File: config.mk
export PLATFORM = sky130hd
export DESIGN_NAME = redmule_tile_fixture_ctrl
export DESIGN_NICKNAME = d
export VERILOG_FILES = /design/src/rtl/redmule_tile_fixture_pkg.sv /design/src/rtl/redmule_tile_fixture_regs.sv /design/src/rtl/redmule_tile_fixture_ctrl.sv
export SDC_FILE = /design/constraint.sdc
export NUM_CORES = 1
export LEC_CHECK = 0
export CORE_ASPECT_RATIO = 0.8
export CORE_MARGIN = 1.5
export CORE_UTILIZATION = 24
export DETAILED_ROUTE_END_ITERATION = 16
export PLACE_DENSITY_LB_ADDON = 0.05
export SLEW_MARGIN = 20
export SYNTH_ARGS = -nofsm -noshare
export SYNTH_HDL_FRONTEND = slang
export SYNTH_SLANG_ARGS = --single-unit
File: constraint.sdc
create_clock -name clk_i -period 4.7 [get_ports clk_i]
set_input_delay 0.94 -clock clk_i [delete_from_list [all_inputs] [get_ports clk_i]]
set_output_delay 0.94 -clock clk_i [all_outputs]
set_load 0.005 [all_outputs]
File: src/rtl/redmule_tile_fixture_pkg.sv
// Shared types and constants for the RedMulE tile fixture controller.
package redmule_tile_fixture_pkg;

  // Controller state; the encoding is visible to the host through STATUS.
  typedef enum logic [1:0] {
    ST_RESET_WAIT = 2'd0,
    ST_IDLE       = 2'd1,
    ST_RUN        = 2'd2,
    ST_DONE       = 2'd3
  } state_e;

  // Register offsets inside the 4 KiB control window
  localparam logic [11:0] OFF_BOOT_ADDR = 12'h000;
  localparam logic [11:0] OFF_CTRL      = 12'h004;
  localparam logic [11:0] OFF_STATUS    = 12'h008;
  localparam logic [11:0] OFF_EXIT_CODE = 12'h00C;

  // STATUS layout: {29'b0, state[1:0], eoc}
  localparam int unsigned STATUS_EOC_BIT   = 0;
  localparam int unsigned STATUS_STATE_LSB = 1;

  // CTRL bit that requests a core start
  localparam int unsigned CTRL_START_BIT = 0;

endpackage

File: src/rtl/redmule_tile_fixture_regs.sv
// Register file of the fixture controller: boot address, EOC mailbox and
// the host read mux for the control window.
module redmule_tile_fixture_regs
  import redmule_tile_fixture_pkg::*;
#(
  parameter int unsigned       ADDR_W   = 32,
  parameter int unsigned       DATA_W   = 32,
  parameter logic [ADDR_W-1:0] BOOT_RST = 32'h0000_0080
) (
  input  logic              clk_i,
  input  logic              rst_ni,
  input  state_e            state,
  input  logic              wr_en,
  input  logic [11:0]       offset,
  input  logic [DATA_W-1:0] wdata,
  input  logic              eoc_take,
  input  logic [DATA_W-1:0] eoc_data,
  output logic [ADDR_W-1:0] boot_addr,
  output logic              eoc,
  output logic [DATA_W-1:0] exit_code,
  output logic [DATA_W-1:0] rdata
);

  logic [ADDR_W-1:0] boot_addr_r;
  logic              eoc_r;
  logic [DATA_W-1:0] exit_code_r;
  logic [DATA_W-1:0] rdata_s;

  // Boot address is host-writable; wr_en is only raised while the core is idle
  always_ff @(posedge clk_i or negedge rst_ni) begin
    if (!rst_ni) begin
      boot_addr_r <= BOOT_RST;
    end else if (wr_en && (offset == OFF_BOOT_ADDR)) begin
      boot_addr_r <= wdata[ADDR_W-1:0];
    end else begin
      boot_addr_r <= boot_addr_r;
    end
  end

  // EOC mailbox: the top only raises eoc_take once, so the first exit code sticks
  always_ff @(posedge clk_i or negedge rst_ni) begin
    if (!rst_ni) begin
      eoc_r       <= 1'b0;
      exit_code_r <= '0;
    end else if (eoc_take) begin
      eoc_r       <= 1'b1;
      exit_code_r <= eoc_data;
    end else begin
      eoc_r       <= eoc_r;
      exit_code_r <= exit_code_r;
    end
  end

  // Host read mux; CTRL and unmapped offsets read as zero
  always_comb begin
    rdata_s = '0;
    case (offset)
      OFF_BOOT_ADDR: rdata_s[ADDR_W-1:0] = boot_addr_r;
      OFF_STATUS: begin
        rdata_s[STATUS_EOC_BIT]        = eoc_r;
        rdata_s[STATUS_STATE_LSB +: 2] = state;
      end
      OFF_EXIT_CODE: rdata_s = exit_code_r;
      default:       rdata_s = '0;
    endcase
  end

  assign boot_addr = boot_addr_r;
  assign eoc       = eoc_r;
  assign exit_code = exit_code_r;
  assign rdata     = rdata_s;

endmodule

File: src/rtl/redmule_tile_fixture_ctrl.sv
// Boot / end-of-computation controller for the RedMulE tile fixture.
// Host accesses inside the control window hit local registers; all other
// accesses are forwarded to the memory port for preloading.
module redmule_tile_fixture_ctrl
  import redmule_tile_fixture_pkg::*;
#(
  parameter int unsigned       ADDR_W     = 32,
  parameter int unsigned       DATA_W     = 32,
  parameter logic [ADDR_W-1:0] CTRL_BASE  = 32'hFFFF_0000,
  parameter logic [ADDR_W-1:0] BOOT_RST   = 32'h0000_0080,
  parameter int unsigned       RST_SETTLE = 4
) (
  input  logic              clk_i,
  input  logic              rst_ni,
  input  logic              host_req_i,
  input  logic              host_we_i,
  input  logic [ADDR_W-1:0] host_addr_i,
  input  logic [DATA_W-1:0] host_wdata_i,
  output logic              host_gnt_o,
  output logic              host_rvalid_o,
  output logic [DATA_W-1:0] host_rdata_o,
  output logic              mem_req_o,
  output logic              mem_we_o,
  output logic [ADDR_W-1:0] mem_addr_o,
  output logic [DATA_W-1:0] mem_wdata_o,
  input  logic              mem_gnt_i,
  input  logic              mem_rvalid_i,
  input  logic [DATA_W-1:0] mem_rdata_i,
  input  logic              core_eoc_req_i,
  input  logic [DATA_W-1:0] core_eoc_data_i,
  output logic              fetch_en_o,
  output logic [ADDR_W-1:0] boot_addr_o,
  output logic              eoc_o,
  output logic [DATA_W-1:0] exit_code_o
);

  localparam int unsigned CNT_W = $clog2(RST_SETTLE + 1);

  state_e            state_r;
  logic [CNT_W-1:0]  settle_cnt_r;
  logic              fetch_en_r;
  logic              win_rvalid_r;
  logic [DATA_W-1:0] win_rdata_r;

  logic              win_hit_s;
  logic [11:0]       offset_s;
  logic              host_open_s;
  logic              win_gnt_s;
  logic              pt_sel_s;
  logic              start_s;
  logic              eoc_take_s;
  logic              reg_wr_s;
  logic [DATA_W-1:0] reg_rdata_s;

  // Address decode and the qualified events that drive the FSM and registers
  always_comb begin
    win_hit_s   = (host_addr_i[ADDR_W-1:12] == CTRL_BASE[ADDR_W-1:12]);
    offset_s    = host_addr_i[11:0];
    host_open_s = (state_r != ST_RESET_WAIT);
    win_gnt_s   = host_req_i & win_hit_s & host_open_s;
    pt_sel_s    = host_req_i & ~win_hit_s & host_open_s;
    start_s     = win_gnt_s & host_we_i & (offset_s == OFF_CTRL)
                  & host_wdata_i[CTRL_START_BIT] & (state_r == ST_IDLE);
    eoc_take_s  = core_eoc_req_i & (state_r == ST_RUN);
    reg_wr_s    = win_gnt_s & host_we_i & (state_r == ST_IDLE);
  end

  // Control FSM: settle after reset, wait for START, run until the core reports EOC
  always_ff @(posedge clk_i or negedge rst_ni) begin
    if (!rst_ni) begin
      state_r      <= ST_RESET_WAIT;
      settle_cnt_r <= '0;
      fetch_en_r   <= 1'b0;
    end else begin
      case (state_r)
        ST_RESET_WAIT: begin
          if (settle_cnt_r == CNT_W'(RST_SETTLE - 1)) begin
            state_r <= ST_IDLE;
          end else begin
            settle_cnt_r <= settle_cnt_r + {{(CNT_W-1){1'b0}}, 1'b1};
          end
        end
        ST_IDLE: begin
          if (start_s) begin
            state_r    <= ST_RUN;
            fetch_en_r <= 1'b1;
          end else begin
            state_r <= ST_IDLE;
          end
        end
        ST_RUN: begin
          if (eoc_take_s) begin
            state_r <= ST_DONE;
          end else begin
            state_r <= ST_RUN;
          end
        end
        ST_DONE: state_r <= ST_DONE;
        default: begin
          state_r    <= ST_RESET_WAIT;
          fetch_en_r <= 1'b0;
        end
      endcase
    end
  end

  // Window response: one cycle after grant; writes answer with zero data
  always_ff @(posedge clk_i or negedge rst_ni) begin
    if (!rst_ni) begin
      win_rvalid_r <= 1'b0;
      win_rdata_r  <= '0;
    end else begin
      win_rvalid_r <= win_gnt_s;
      win_rdata_r  <= (win_gnt_s && !host_we_i) ? reg_rdata_s : '0;
    end
  end

  redmule_tile_fixture_regs #(
    .ADDR_W   (ADDR_W),
    .DATA_W   (DATA_W),
    .BOOT_RST (BOOT_RST)
  ) u_regs (
    .clk_i     (clk_i),
    .rst_ni    (rst_ni),
    .state     (state_r),
    .wr_en     (reg_wr_s),
    .offset    (offset_s),
    .wdata     (host_wdata_i),
    .eoc_take  (eoc_take_s),
    .eoc_data  (core_eoc_data_i),
    .boot_addr (boot_addr_o),
    .eoc       (eoc_o),
    .exit_code (exit_code_o),
    .rdata     (reg_rdata_s)
  );

  // Pass-through forwarding and host response steering; window response wins
  always_comb begin
    mem_req_o  = pt_sel_s;
    mem_we_o   = pt_sel_s & host_we_i;
    host_gnt_o = win_gnt_s | (pt_sel_s & mem_gnt_i);
    if (pt_sel_s) begin
      mem_addr_o  = host_addr_i;
      mem_wdata_o = host_wdata_i;
    end else begin
      mem_addr_o  = '0;
      mem_wdata_o = '0;
    end
    if (win_rvalid_r) begin
      host_rvalid_o = 1'b1;
      host_rdata_o  = win_rdata_r;
    end else if (host_open_s) begin
      host_rvalid_o = mem_rvalid_i;
      host_rdata_o  = mem_rdata_i;
    end else begin
      host_rvalid_o = 1'b0;
      host_rdata_o  = '0;
    end
  end

  assign fetch_en_o = fetch_en_r;

endmodule

==> metrics.cfg <==
[status]
outcome=finished clean

[yosys]
synth_top_area_share_pct=51.3
synth_nets=545
yosysMostFrequentCell=dfrtp_1
synth-async-reset-ratio_pct=100
synthTopCellsByCount=dfrtp_1 (103), and2_1 (64), mux2_2 (38)
avgSynthCellArea_sq_um=12.3
synth-edff-count=0
seq_area_frac_synth_pct=51.8
synthCells=408
ys_ff_latch=104
synth-main-ff-cell=dfrtp_1
synth_area_sq_um=5020
ys_types=39
synthTopCellsByArea=dfrtp_1 (51%), mux2_4 (9.0%), mux2_2 (8.5%)
synth_top_area_cell=dfrtp_1
ys_warn_count=0

[global_route]
first_global_vias=4563
antenna_found_initial=0
grt_pass1_wl_um=27500
grt_overflow=0
grt_start_max_net_pins=63
track_usage_pct=16.6

[placement]
place_area_sq_um=8320
io_buffers=300
dp_slack_ps=618
finalWeightedCongestion=0.764
placed_cells=958
dp_hpwl_um=13100

[cells_and_area]
diodes=0
nets=837
drive_gt1_share_pct=15.0
fin_cells=974
fin_area_sq_um=8610
nFillCells=1981
syn_to_final_growth_pct=71.3

[timing]
max_clock_freq_mhz=246
fin_worst_skew_ps=5.17
max-slew-margin-rel_pct=40.7
fin_crit_sh_pct=86.6
fin_ws_ps=632
finalHoldViolCount=0
tns_ps=0
setup_violations=0
rsz0062_at_grt=false
period_needed_ps=4070
tightest_slew_ps=888
drv_slew=0

[critical_path]
regToRegStartpoint=state_r[1]$_DFFE_PN0N_
crit_start=host_addr_i[12]
path_cells=clkdlybuf4s50_1 -> or4b_4 -> nor3_4 -> a21boi_4 -> buf_12 -> and2_1 -> clkdlybuf4s50_1
critPathKind=input pin to output port
cp.required_ps=3760
crit_slowest_cell=or4b_4
critPathLaunchType=input pin
cp_common_cell=clkdlybuf4s50_1
cp_slowest_stage_delay_ps=550
cp_max_fo=62
cp_data_arrival_time_ps=3130
crit_path_end_kind=output port

[power]
power_density_nw_per_um2=224
combPwrFrac_pct=15.0
ir_drop_mv=0.135
power.share.clock_pct=38.7
switchingPower_w=0.000450
p_int_w=0.00148
switching_share_pct=23.3
p_leak_nw=3.68
p_seq_share_pct=46.4
power_w=0.00193

[floorplan]
die_area_sq_um=21800
start_util_pct=24.4
die_x_um=165
ios=301
core_sq_um=20600
num_rows=47
die_h_um=132

[clock_tree]
clockRootBuffer=clkbuf_16
cts_tree=yes
htree_levels=3
clk-insertion-delay-late_ps=350
postCtsHoldBufs=0
clk_path_buf_depth=2
ctsResizeCount=0
cts_inserted_buffers=9
post_cts_buffers=0
cts_sinks=104
clk_pin_slew_ps=70

[drt]
antenna_left=0
drt_iter0_markers=146
wl_per_cell_um=18.5
drc_errors=0
finalWirelength_um=18000
via_per_inst=4.46
detail_route.first_pass.iterations=4
routed-via-count=4348

[job]
drv_cap=0

[hold_path]
hold_path_class=flop to flop
min_from=fetch_en_o$_DFFE_PN0P_

power by group through the flow:
stage               sequential (W)  clock [W]  combinational (W)
finish                    0.000894   0.000745           0.000288
floorplan                 0.000912          0          0.0000541
CTS                       0.000894   0.000777           0.000294
detailed placement        0.000912          0           0.000292
global route              0.000894   0.000819           0.000312
global placement          0.000912          0           0.000291
area by class of cell:
| cell class | count | area [sq um] | area share (%) |
|---|---|---|---|
| clock inverter | 6 | 51.3 | 0.596 |
| clock buffer | 10 | 239 | 2.78 |
| tap | 269 | 337 | 3.91 |
| multi-input combinational | 271 | 2250 | 26.2 |
| timing repair buffer | 312 | 3120 | 36.2 |
| sequential | 104 | 2600 | 30.3 |
| inverter | 2 | 7.51 | 0.0872 |
logic make-up (layout without fill, tap and decap cells):
family | after synthesis | count (layout) | share of synthesized area, %
AO/OA/AOI/OAI | 72 | 72 | 11.5
XOR/XNOR | 1 | 1 | 0.174
adder cells (fa/ha/maj) | 2 | 2 | 0.498
buffers and inverters | 33 | 330 | 3.71
flip-flops | 104 | 104 | 51.8
multiplexers | 68 | 68 | 17.5
AND/OR/NAND/NOR | 128 | 128 | 14.8
per-layer routing:
metal / global-route usage (%) / routed length (um) / part of all wire (%)
met1: 20.7 / 7760 / 43
met2: 28.8 / 8960 / 50
met3: 4.28 / 1130 / 6.3
met4: 3.60 / 143 / 0.79
met5: 0 / 0 / 0
path summary, 6_finish.rpt:
path,endpoint,slack (ps),depth (start not counted)
max,mem_addr_o[2],630,7
min,fetch_en_o$_DFFE_PN0P_,480,1
max reg2reg,u_regs.boot_addr[0]$_DFFE_PN0P_,2460,4
min reg2reg,fetch_en_o$_DFFE_PN0P_,480,1
max in group asynchronous,u_regs.boot_addr[7]$_DFFE_PN1P_,3240,2
min in group asynchronous,u_regs.exit_code[26]$_DFFE_PN0P_,590,1
sequential cells by signal, summed over array words and instances (netlist names):
signal,count
u_regs.eoc,1
state_r,2
settle_cnt_r,3
u_regs.boot_addr,32
fetch_en_o,1
u_regs.exit_code,32
win_rdata_r,32
win_rvalid_r,1
critical path, delay by kind of cell:
kind,cells,cell delay [ps]
compound gates,1,100
buf+inv,3,1080
simple gates,3,990
cell usage in the layout, fill, tap and decap left out, types with 3 or more instances in the layout:
| master | instances |
|---|---|
| nand4_1 | 3 |
| mux2_4 | 30 |
| clkdlybuf4s50_1 | 299 |
| dfrtp_1 | 103 |
| a22o_1 | 32 |
| mux2_2 | 38 |
| nor2_1 | 34 |
| buf_4 | 11 |
| clkbuf_16 | 9 |
| nor4_1 | 5 |
| and2_1 | 64 |
| a22oi_1 | 32 |
stage by stage:
stage,hold WS [ps],util [%]
after floorplan,448,-
after global placement,462,40.4
after detailed placement,470,40.4
after CTS,490,41.8
after global routing,497,41.8
final,485,41.8
(Power assumes the default switching activity.)
